## config.mk

```make
export PLATFORM = sky130hd
export DESIGN_NAME = basemul_unit
export DESIGN_NICKNAME = d
export VERILOG_FILES = /design/src/rtl/basemul_unit.sv
export SDC_FILE = /design/constraint.sdc
export NUM_CORES = 1
export LEC_CHECK = 0
export BUFFER_PORTS_ARGS = -buffer_cell sky130_fd_sc_hd__buf_2
export CAP_MARGIN = 20
export CORE_UTILIZATION = 56
export CTS_BUF_LIST = sky130_fd_sc_hd__clkbuf_4 sky130_fd_sc_hd__clkbuf_8
export DETAILED_ROUTE_END_ITERATION = 8
export PLACE_DENSITY = 0.74
export SLEW_MARGIN = 40
export SYNTH_ARGS = -nofsm -noshare
export SYNTH_HDL_FRONTEND = slang
export SYNTH_SLANG_ARGS = --single-unit
```

## constraint.sdc

```tcl
create_clock -name clk -period 24 [get_ports clk]
set_input_delay 4.8 -clock clk [delete_from_list [all_inputs] [get_ports clk]]
set_output_delay 4.8 -clock clk [all_outputs]
set_load 0.02 [all_outputs]
```

## src/rtl/basemul_unit.sv

```systemverilog
// basemul_unit: ML-KEM BaseCaseMultiply on one time-shared mod_mul, results finished with modular adds.
// Optional build macro BASEMUL_ACC_EN adds acc_i accumulate mode (one extra cycle).
module mod_mul #(
  parameter int Q = 3329,
  parameter int LAT = 2
) (
  input  logic        clk,
  input  logic        rst,
  input  logic [11:0] a,
  input  logic [11:0] b,
  input  logic        valid_i,
  output logic [11:0] r,
  output logic        valid_o
);
  logic [LAT-1:0] v;
  logic [23:0]    prod;
  logic [11:0]    pipe [LAT-1];
  always_ff @(posedge clk) begin
    if (rst) v <= '0;
    else v <= {v[LAT-2:0], valid_i};
    prod <= a * b;
    pipe[0] <= 12'(prod % 24'(Q));
    for (int i = 1; i < LAT - 1; i++) pipe[i] <= pipe[i-1];
  end
  assign r = pipe[LAT-2];
  assign valid_o = v[LAT-1];
endmodule

module basemul_unit (
  input  logic        clk,
  input  logic        rst,
  input  logic [11:0] a0_i,
  input  logic [11:0] a1_i,
  input  logic [11:0] b0_i,
  input  logic [11:0] b1_i,
  input  logic [11:0] zeta_i,
  input  logic        valid_i,
`ifdef BASEMUL_ACC_EN
  input  logic        acc_i,
`endif
  output logic        ready_o,
  output logic [11:0] c0_o,
  output logic [11:0] c1_o,
  output logic        valid_o,
  input  logic        ready_i
);
  localparam int Q = 3329;
  localparam int LAT = 2;
  typedef enum logic [2:0] {
    IDLE, ISSUE, WAIT,
`ifdef BASEMUL_ACC_EN
    ACC,
`endif
    OUT
  } state_t;
  state_t state, nxt, wait_nxt;
  logic [11:0] a0, a1, b0, b1, zeta, p0, p1, p2, p3, c0, c1, mm_a, mm_b, mm_r;
  logic [2:0]  cnt, ret;
  logic        mm_v, mm_valid, done;
`ifdef BASEMUL_ACC_EN
  logic        acc_q;
  logic [11:0] s0, s1;
`endif
  function automatic logic [11:0] modadd(input logic [11:0] x, input logic [11:0] y);
    logic [12:0] s;
    s = {1'b0, x} + {1'b0, y};
    return s >= 13'(Q) ? 12'(s - 13'(Q)) : s[11:0];
  endfunction
  mod_mul #(.Q(Q), .LAT(LAT)) u_mm (
    .clk(clk), .rst(rst), .a(mm_a), .b(mm_b), .valid_i(mm_v), .r(mm_r), .valid_o(mm_valid)
  );
  // Fixed issue order k0..k4; p1 is back well before k4 reuses it with zeta.
  always_comb begin
    mm_a = cnt == 3'd0 || cnt == 3'd3 ? a1 : cnt == 3'd4 ? p1 : a0;
    mm_b = cnt == 3'd0 || cnt == 3'd2 ? b1 : cnt == 3'd4 ? zeta : b0;
  end
  assign mm_v = state == ISSUE;
  assign done = mm_valid && ret == 3'd4;
`ifdef BASEMUL_ACC_EN
  assign wait_nxt = acc_q ? ACC : OUT;
`else
  assign wait_nxt = OUT;
`endif
  always_comb begin
    nxt = state;
    case (state)
      IDLE:    nxt = valid_i ? ISSUE : IDLE;
      ISSUE:   nxt = cnt == 3'd4 ? WAIT : ISSUE;
      WAIT:    nxt = done ? wait_nxt : WAIT;
`ifdef BASEMUL_ACC_EN
      ACC:     nxt = OUT;
`endif
      OUT:     nxt = ready_i ? IDLE : OUT;
      default: nxt = IDLE;
    endcase
  end
  always_ff @(posedge clk) begin
    if (rst) begin
      state <= IDLE;
      cnt <= '0;
      ret <= '0;
      c0 <= '0;
      c1 <= '0;
`ifdef BASEMUL_ACC_EN
      acc_q <= 1'b0;
`endif
    end else begin
      state <= nxt;
      if (state == IDLE && valid_i) begin
        cnt <= '0;
        ret <= '0;
`ifdef BASEMUL_ACC_EN
        acc_q <= acc_i;
`endif
      end
      if (state == ISSUE) cnt <= cnt + 3'd1;
      if (mm_valid) ret <= ret + 3'd1;
`ifdef BASEMUL_ACC_EN
      if (done && acc_q) begin
        s0 <= modadd(p0, mm_r);
        s1 <= modadd(p2, p3);
      end else if (done) begin
        c0 <= modadd(p0, mm_r);
        c1 <= modadd(p2, p3);
      end
      if (state == ACC) begin
        c0 <= modadd(c0, s0);
        c1 <= modadd(c1, s1);
      end
`else
      if (done) begin
        c0 <= modadd(p0, mm_r);
        c1 <= modadd(p2, p3);
      end
`endif
    end
  end
  always_ff @(posedge clk) begin
    if (state == IDLE && valid_i) begin
      a0 <= a0_i;
      a1 <= a1_i;
      b0 <= b0_i;
      b1 <= b1_i;
      zeta <= zeta_i;
    end
    if (mm_valid && ret == 3'd0) p1 <= mm_r;
    if (mm_valid && ret == 3'd1) p0 <= mm_r;
    if (mm_valid && ret == 3'd2) p2 <= mm_r;
    if (mm_valid && ret == 3'd3) p3 <= mm_r;
  end
  assign ready_o = state == IDLE;
  assign valid_o = state == OUT;
  assign c0_o = c0;
  assign c1_o = c1;
endmodule

```

Word-level counts from Yosys, hierarchy flattened

Memories as Yosys holds them, arrays and structs flattened.
Index checks and enable logic that the tools add are counted.
Widths: inputs -> output; s select.

$add $sub $neg: 6
Multipliers: 1
Divide/modulo/power cells: 1
Order comparisons: 2
Eq/ne operators: 10
Multiplexer cells: 14
Reduce and logical (&&, ||, !) cells: 13

Operators with widths:

| kind                   | count |
|---|---|
| $mux 12                | 6 |
| $add 12x12->13         | 2 |
| $ge 13x12->1 const B   | 2 |
| $mod 24x12->24 const B | 1 |
| $mul 12x12->24         | 1 |
| $sub 12x12->12 const B | 2 |
| $eq 3x2->1 const B     | 6 |
| $logic_not 3->1        | 3 |
| $mux 3                 | 3 |
| $pmux 2 s4             | 1 |
| $add 3x1->3 const B    | 2 |
| $eq 3x1->1 const B     | 2 |
| $eq 3x3->1 const B     | 2 |
| $logic_and 1x1->1      | 6 |
| $mux 2                 | 2 |
| $reduce_bool 2->1      | 2 |
| $logic_or 1x1->1       | 2 |
| $mux 1                 | 2 |

Bits in registers: 167
RAM bits: 12
Input port bits: 64
Output and inout bits: 26
Word-level logic and storage cells: 64
Memories kept: 1

Memories:

| memory    | depth | width | read ports | clocked after memory_dff | write ports | RTL line | text |
|---|---|---|---|---|---|---|---|
| u_mm.pipe | 1     | 12    | 1          | 0                        | 1           | 17       | `logic [11:0] pipe [LAT-1];` |

Longest topological paths before layout

Gate-level depths: netlist of the first run.

Depth in word-level cells: 4
Mapped depth: 54
Depth with buffers taken out: 45

Cells and area by module

A second synthesis of the first run with hierarchy kept.

Cells, all modules: 2,104
Area, all modules: 18,691.7 µm²

By module, submodules not included:

| module       | times used | cells an instance | area an instance (µm²) | sequential area each (µm²) |
|---|---|---|---|---|
| mod_mul      | 1          | 1,489             | 11,602.4               | 760.7 |
| basemul_unit | 1          | 615               | 7,089.3                | 3,883.7 |

Worst setup path after synthesis of the first run

Ideal clock, no wire load.

Path type: register -> register
Start point: register u_mm.prod[23]
End point: memory u_mm.pipe[0][7]
Library setup time: 0.072 ns
Arrival time: 11.918 ns
Required time: 23.928 ns
Setup slack: 12.010 ns
Stages on the path, launching flop included: 50
Buffers on the path: 5
Period minus slack after synthesis: 11.990 ns
Path through: dfxtp_1 > buf_2 > buf_1 > mux2_2 > and2_1 > a222oi_1 > or3_1 > clkbuf_1 > nor2_1 > a31oi_2 > o21ai_0 > or3_1 > or3_1 > o21a_1 > or3b_4 > nor4_2 > nor3_2 > nor3_2 > [... 14 more ...] > or3_4 > a211oi_4 > a31oi_1 > mux2i_1 > ha_1 > nor3_1 > nand2_1 > nor4b_2 > a211o_1 > and2_1 > buf_6 > xnor2_1 > ha_1 > and3_1 > a41oi_1 > o21bai_1 > a2111oi_1 > xnor2_1

Longest elaborated chain between the ends: 1

Ends and longest elaborated chain:

| what                   | RTL line | text |
|---|---|---|
| start, declared        | 16       | `logic [23:0] prod;` |
| start signal, assigned | 21       | `prod <= a * b;` |
| $mod 24x12->24         | 22       | `pipe[0] <= 12'(prod % 24'(Q));` |
| end, declared          | 17       |  |

No other way between the ends.

Worst setup path after layout of the first run

Ends and elaborated chain as after synthesis.

==> key figures, run 1 <==
Run status
  – Status: finished clean

Routing
  – Routed len/inst: between 15 and 20 um
  – Total wire length: 41.3 mm
  – DRT Pass-1 Iters: 5
  – 1st-iter DRT viols: ~950
  – Remaining DRCs: 0
  – Vias: approximately 14000
  – Antenna Nets Post-Route: 0
  – Routed vias/inst: a little over 6

Timing
  – Final hold vios: 0
  – # setup viols final: 0
  – Fin crit share: 0.626
  – Tmin final: roughly 15000 ps
  – Fmax: 0.0665 GHz
  – Setup TNS: 0 ps
  – RSZ-0062 raised after global routing: false
  – Setup Skew: 15.0 ps
  – Worst-Margin Slew: 802 ps
  – Slew HR: 0.466
  – Fin. max-slew vios: 0

Layout
  – Design Area, Final: ~0.018 mm2
  – Nets: roughly 2300
  – Share of layout cells above drive strength 1: 0.114
  – Util after Layout: 0.615
  – Fill count: 2584
  – Final Non-Filler Cells: between 2000 and 2500
  – Area Overhead vs Synth: 6.90%

Run
  – Max cap viols: 0

Placed design
  – IO buf count: 89
  – DP Cell Count: around 2400
  – DP HPWL: ~32 mm
  – Routability cong.: 0.911
  – Placed instance area: 0.0180 mm2

Global routing
  – Tot GR Track Use: 0.266
  – Number of global-route vias before repair: about 14000
  – GRT met1 Usage: 0.357
  – GR Overflow Total: 0
  – GR met2 Demand/Resource: 0.447
  – Initial antenna violation count: 1
  – Busiest layer in global routing: met2
  – Met3 global-route usage: 0.0371
  – First-pass GRT wire length: slightly below 70 mm
  – Largest net degree at the start of global routing: between 60 and 70

Synth
  – Asr flop ratio synth: 0
  – Mapped Area: around 0.017 mm2
  – Synth Flop Type: edfxtp_1
  – Most area-hungry cell type in the Yosys netlist: edfxtp_1
  – Seq cells post-synth: 178
  – Share of the synthesized area in the top cell type: 0.188
  – YS warnings: 0
  – Gate Count Post-Synth: 1938
  – Ranking of synthesized cells by area: edfxtp_1 (19%), fa_1 (12%), dfxtp_1 (8.1%)
  – Register area share after synthesis: 0.270
  – Synth cell types: roughly 120
  – Mean post-synth cell area: ~9 um2
  – EDFF count, synth: approximately 110
  – Syn nets: between 2000 and 2500

Setup path
  – Worst r2r src: u_mm.prod[23]
  – R2R Setup Slk: roughly 9000 ps
  – Worst-case reg-to-reg path depth: 45
  – Crit. End Element: flip-flop
  – Slowest stage delay, CP: just over 700 ps
  – Startpoint Class: flip-flop
  – Critical Path AT: 15440 ps
  – Most Frequent Cell on Critical Path: nand2_1
  – Critical Path RT: 24400 ps
  – CP Class: flip-flop to flip-flop
  – CP max-delay cell: dfxtp_1
  – R2r endpoint: u_mm.pipe[0][7]
  – Setup crit start: u_mm.prod[23]
  – CP max FO: 19

Clock network
  – TritonCTS clock tree: built
  – Clock-pin slew on the worst setup and hold paths: around 100 ps
  – Max Buffers Root-to-Sink: 2
  – Root buf cell: clkbuf_8
  – Clock sinks: between 150 and 200
  – Cts bufs inserted: 17
  – Post-cts sizing count: 0
  – Clk_lat worst skew: about 480 ps
  – Setup bufs post-CTS: 0
  – H-tree level count: 4
  – Hold buffers post-CTS: 0

Die
  – I/O Pins: 90
  – Die area: roughly 0.031 mm2
  – Initial core utilization: 0.575
  – Core box area: about 0.03 mm2
  – Cell Rows: between 60 and 70
  – Die width: around 180 um
  – Die extent in y: approximately 180 um

Worst hold path
  – Hold crit path type: flip-flop to flip-flop
  – Worst Hold Launch: c1_o[0]
  – Hold Path Depth: 2
  – Worst hold path endpoint: c1_o[0]
## critical path: cells and delay by family (launching register included)
kind / cells / cell delay [ps]
DFF: 1 / 720
xor gates and xnor gates: 2 / 370
AOI/OAI and AO/OA: 21 / 7450
and+or+nand+nor: 16 / 3950
muxes: 4 / 1960
adders and majority gates: 2 / 460
## per-stage QoR
stage	hold slack [ps]	setup slack (ps)
floorplan	414	12010
global placement	420	9360
detailed placement	435	9040
CTS	456	8970
global route	481	8030
finish	454	8970
## cells in the mapped netlist, types with 36 or more instances
cell type  instances
nor2_1           154
clkbuf_1          58
nand2_1          214
a21oi_1          128
dfxtp_1           70
nor3_1            40
xor2_1            40
ha_1             103
o21ai_0           56
o21bai_1          36
and2_1            36
edfxtp_1         108
fa_1             102
xnor2_1           88
inv_1            168
## cell families (layout without fill, tap and decap cells)
group,count (synthesis),in the layout,synth area share
and+or+nand+nor,646,646,0.187
AOI/OAI and AO/OA,498,498,0.204
buffers and inverters,240,303,0.0540
adders and majority gates,211,211,0.197
DFF,178,178,0.270
xor gates and xnor gates,129,129,0.0660
muxes,36,36,0.0224
other,0,1,0
## placed cells by master, fill, tap and decap left out, drive strengths merged, types with 25 or more instances in the layout
cell type / count
a211oi: 27
a21o: 30
a21oi: 132
and2: 37
buf: 102
dfxtp: 70
edfxtp: 108
fa: 102
ha: 103
inv: 173
mux2i: 27
nand2: 214
nand3: 27
nor2: 157
nor2b: 25
nor3: 48
o21ai: 70
o21bai: 36
o22ai: 29
xnor2: 89
xor2: 40
## sequential cells by signal (all words and copies together) (netlist names)
name,cells
p1,12
p3,12
state,2
ret,3
zeta,12
p2,12
c1_o,12
p0,12
b1,12
u_mm.v,2
c0_o,12
u_mm.pipe,12
cnt,3
a1,12
b0,12
u_mm.prod,24
a0,12
## routing by layer
layer,wire length (um),up-vias
met4,767,0
met2,20400,376
met3,1740,72
met1,18400,7037
li1,-,6985
met5,0,-
## worst max-delay path by stage
stage / end / slack (ps) / cells past startpoint
after floorplan: u_mm.pipe[0][7] / 12010 / 49
after global placement: u_mm.pipe[0][7] / 9360 / 45
after detailed placement: u_mm.pipe[0][7] / 9040 / 45
after CTS: u_mm.pipe[0][7] / 8970 / 45
after global routing: u_mm.pipe[0][1] / 8030 / 45
final: u_mm.pipe[0][7] / 8970 / 45
## layout make-up
class	count	area, um2	share of cell area
diodes	1	2.50	0.000136
clock buffers	19	249	0.0135
clock inverters	13	154	0.00835
inverters	169	634	0.0344
multi-input cells	1520	11700	0.636
flip-flops and latches	178	4640	0.252
well taps	390	488	0.0265
repair buffers	102	534	0.0290
Power of run 1 is not shown: default switching activity piles up to over one toggle a cycle in this logic, so the estimate is an artifact.
==> run 2, diff against run 1 <==
- PLACE_DENSITY: 0.74 -> 0.77
- clock period: 24 -> 12.58 ns (I/O delays scaled with it)
==> key figures, run 2 (synthesized netlist as in run 1, its figures left out) <==
Placed design
  – Routability cong.: between 0.9 and 1
  – DP HPWL: 32.8 mm
  – IO buf count: between 80 and 90

Worst hold path
  – Worst hold path endpoint: c1_o[2]
  – Hold Path Depth: 2
  – Hold crit path type: flip-flop to flip-flop
  – Worst Hold Launch: c1_o[2]

Clock network
  – H-tree level count: 4
  – Root buf cell: clkbuf_8
  – TritonCTS clock tree: built
  – Clock sinks: between 150 and 200
  – Cts bufs inserted: 17
  – Clock-pin slew on the worst setup and hold paths: approximately 90 ps
  – Hold buffers post-CTS: 0
  – Clk_lat worst skew: ~480 ps
  – Max Buffers Root-to-Sink: 2

Routing
  – Routed len/inst: 17.2 um
  – 1st-iter DRT viols: 1209
  – Antenna Nets Post-Route: 0
  – Routed vias/inst: 6.01
  – DRT Pass-1 Iters: 5
  – Total wire length: approximately 44 mm
  – Remaining DRCs: 0
  – Vias: about 15000

Setup path
  – Critical Path RT: approximately 13000 ps
  – CP Class: flip-flop to flip-flop
  – Startpoint Class: flip-flop
  – R2R Setup Slk: around 350 ps
  – Worst-case reg-to-reg path depth: 50
  – CP max-delay cell: or4_4
  – Crit. End Element: flip-flop
  – CP max FO: 10
  – Worst r2r src: u_mm.prod[12]
  – Critical Path AT: ~13000 ps
  – R2r endpoint: u_mm.pipe[0][10]
  – Slowest stage delay, CP: 560 ps
  – Setup crit start: u_mm.prod[12]
  – Most Frequent Cell on Critical Path: buf_4

Global routing
  – Largest net degree at the start of global routing: ~50
  – GR Overflow Total: 0
  – First-pass GRT wire length: ~69 mm
  – Number of global-route vias before repair: 14500
  – Tot GR Track Use: 0.269
  – Initial antenna violation count: 1

Layout
  – Area Overhead vs Synth: 17.3%
  – Nets: about 2400
  – Largest register FFs: 24
  – Util after Layout: 0.675
  – Most frequent cells in the layout: nand2_1 (213), inv_1 (168), nor2_1 (148), buf_4 (144), a21oi_1 (121)
  – Share of layout cells above drive strength 1: 0.214
  – Largest reg by FF count: u_mm.prod
  – Commonest non-fill, non-tap cell in the layout: nand2_1

Die
  – Initial core utilization: 0.575
  – Die area: 0.0315 mm2
  – Cell Rows: 63
  – I/O Pins: 90
  – Core box area: approximately 0.03 mm2
  – Die extent in y: roughly 180 um
  – Die width: roughly 180 um

Run
  – Max cap viols: 0

Timing
  – Slew HR: 0.430
  – Fmax: 0.0818 GHz
  – Final hold vios: 0
  – Fin crit share: 0.972
  – # setup viols final: 0
  – Fin. max-slew vios: 0
  – Worst-Margin Slew: roughly 860 ps
  – Setup Skew: roughly 10 ps
  – Tmin final: 12230 ps

Run status
  – Status: finished clean
-- run 2: worst max-delay path by stage --
stage | to | cells after the start
finish | u_mm.pipe[0][10] | 50
CTS | u_mm.pipe[0][10] | 46
detailed placement | u_mm.pipe[0][6] | 45
floorplan | u_mm.pipe[0][7] | 49
global placement | u_mm.pipe[0][6] | 46
global route | u_mm.pipe[0][10] | 51
-- run 2: layer usage --
metal	global-route usage	wire, um	share of wire	up-vias
li1	-	-	-	7270
met1	0.338	18100	0.42	7373
met2	0.474	22200	0.51	469
met3	0.0341	1990	0.046	99
met4	0.0951	1280	0.029	0
met5	0	0	0	-
-- run 2: critical path, delay by kind of cell, from the launching register on --
kind                     cells  cell delay [ps]
AO/OA/AOI/OAI               23             5490
AND/OR/NAND/NOR             15             3890
buffers and inverters        5              870
XOR/XNOR                     3              570
multiplexers                 2              530
adder cells (fa/ha/maj)      2              410
flip-flops                   1              390
-- run 2: timing repair --
item,CTS,global route
pin swaps,3,63
buffers inserted,6,50
gates resized for setup,10,139
cloned,0,1
endpoints found under the setup margin,12,12
-- run 2: layout make-up --
type                       instances  area, um2
multi-input combinational       1520      12400
fill                            2329       9740
sequential                       178       4660
timing repair buffer             239       1610
inverter                         169        634
tap                              390        488
clock buffer                      17        234
clock inverter                    15        204
antenna                            1       2.50
-- run 2: through the flow --
| stage | cell area, um2 | setup TNS, ps | std cells | hold WS (ps) | setup WS [ps] |
|---|---|---|---|---|---|
| after floorplan | 17200 | 0 | 1938 | 414 | 590 |
| after global placement | 18600 | 0 | 2439 | 421 | 148 |
| after detailed placement | 18600 | -525 | 2439 | 444 | -78.6 |
| after CTS | 19100 | 0 | 2477 | 458 | 5.28 |
| after global routing | 20200 | -2580 | 2529 | 481 | -271 |
| final | 20200 | 0 | 2529 | 455 | 352 |
Power of run 2 is left out for the same reason.
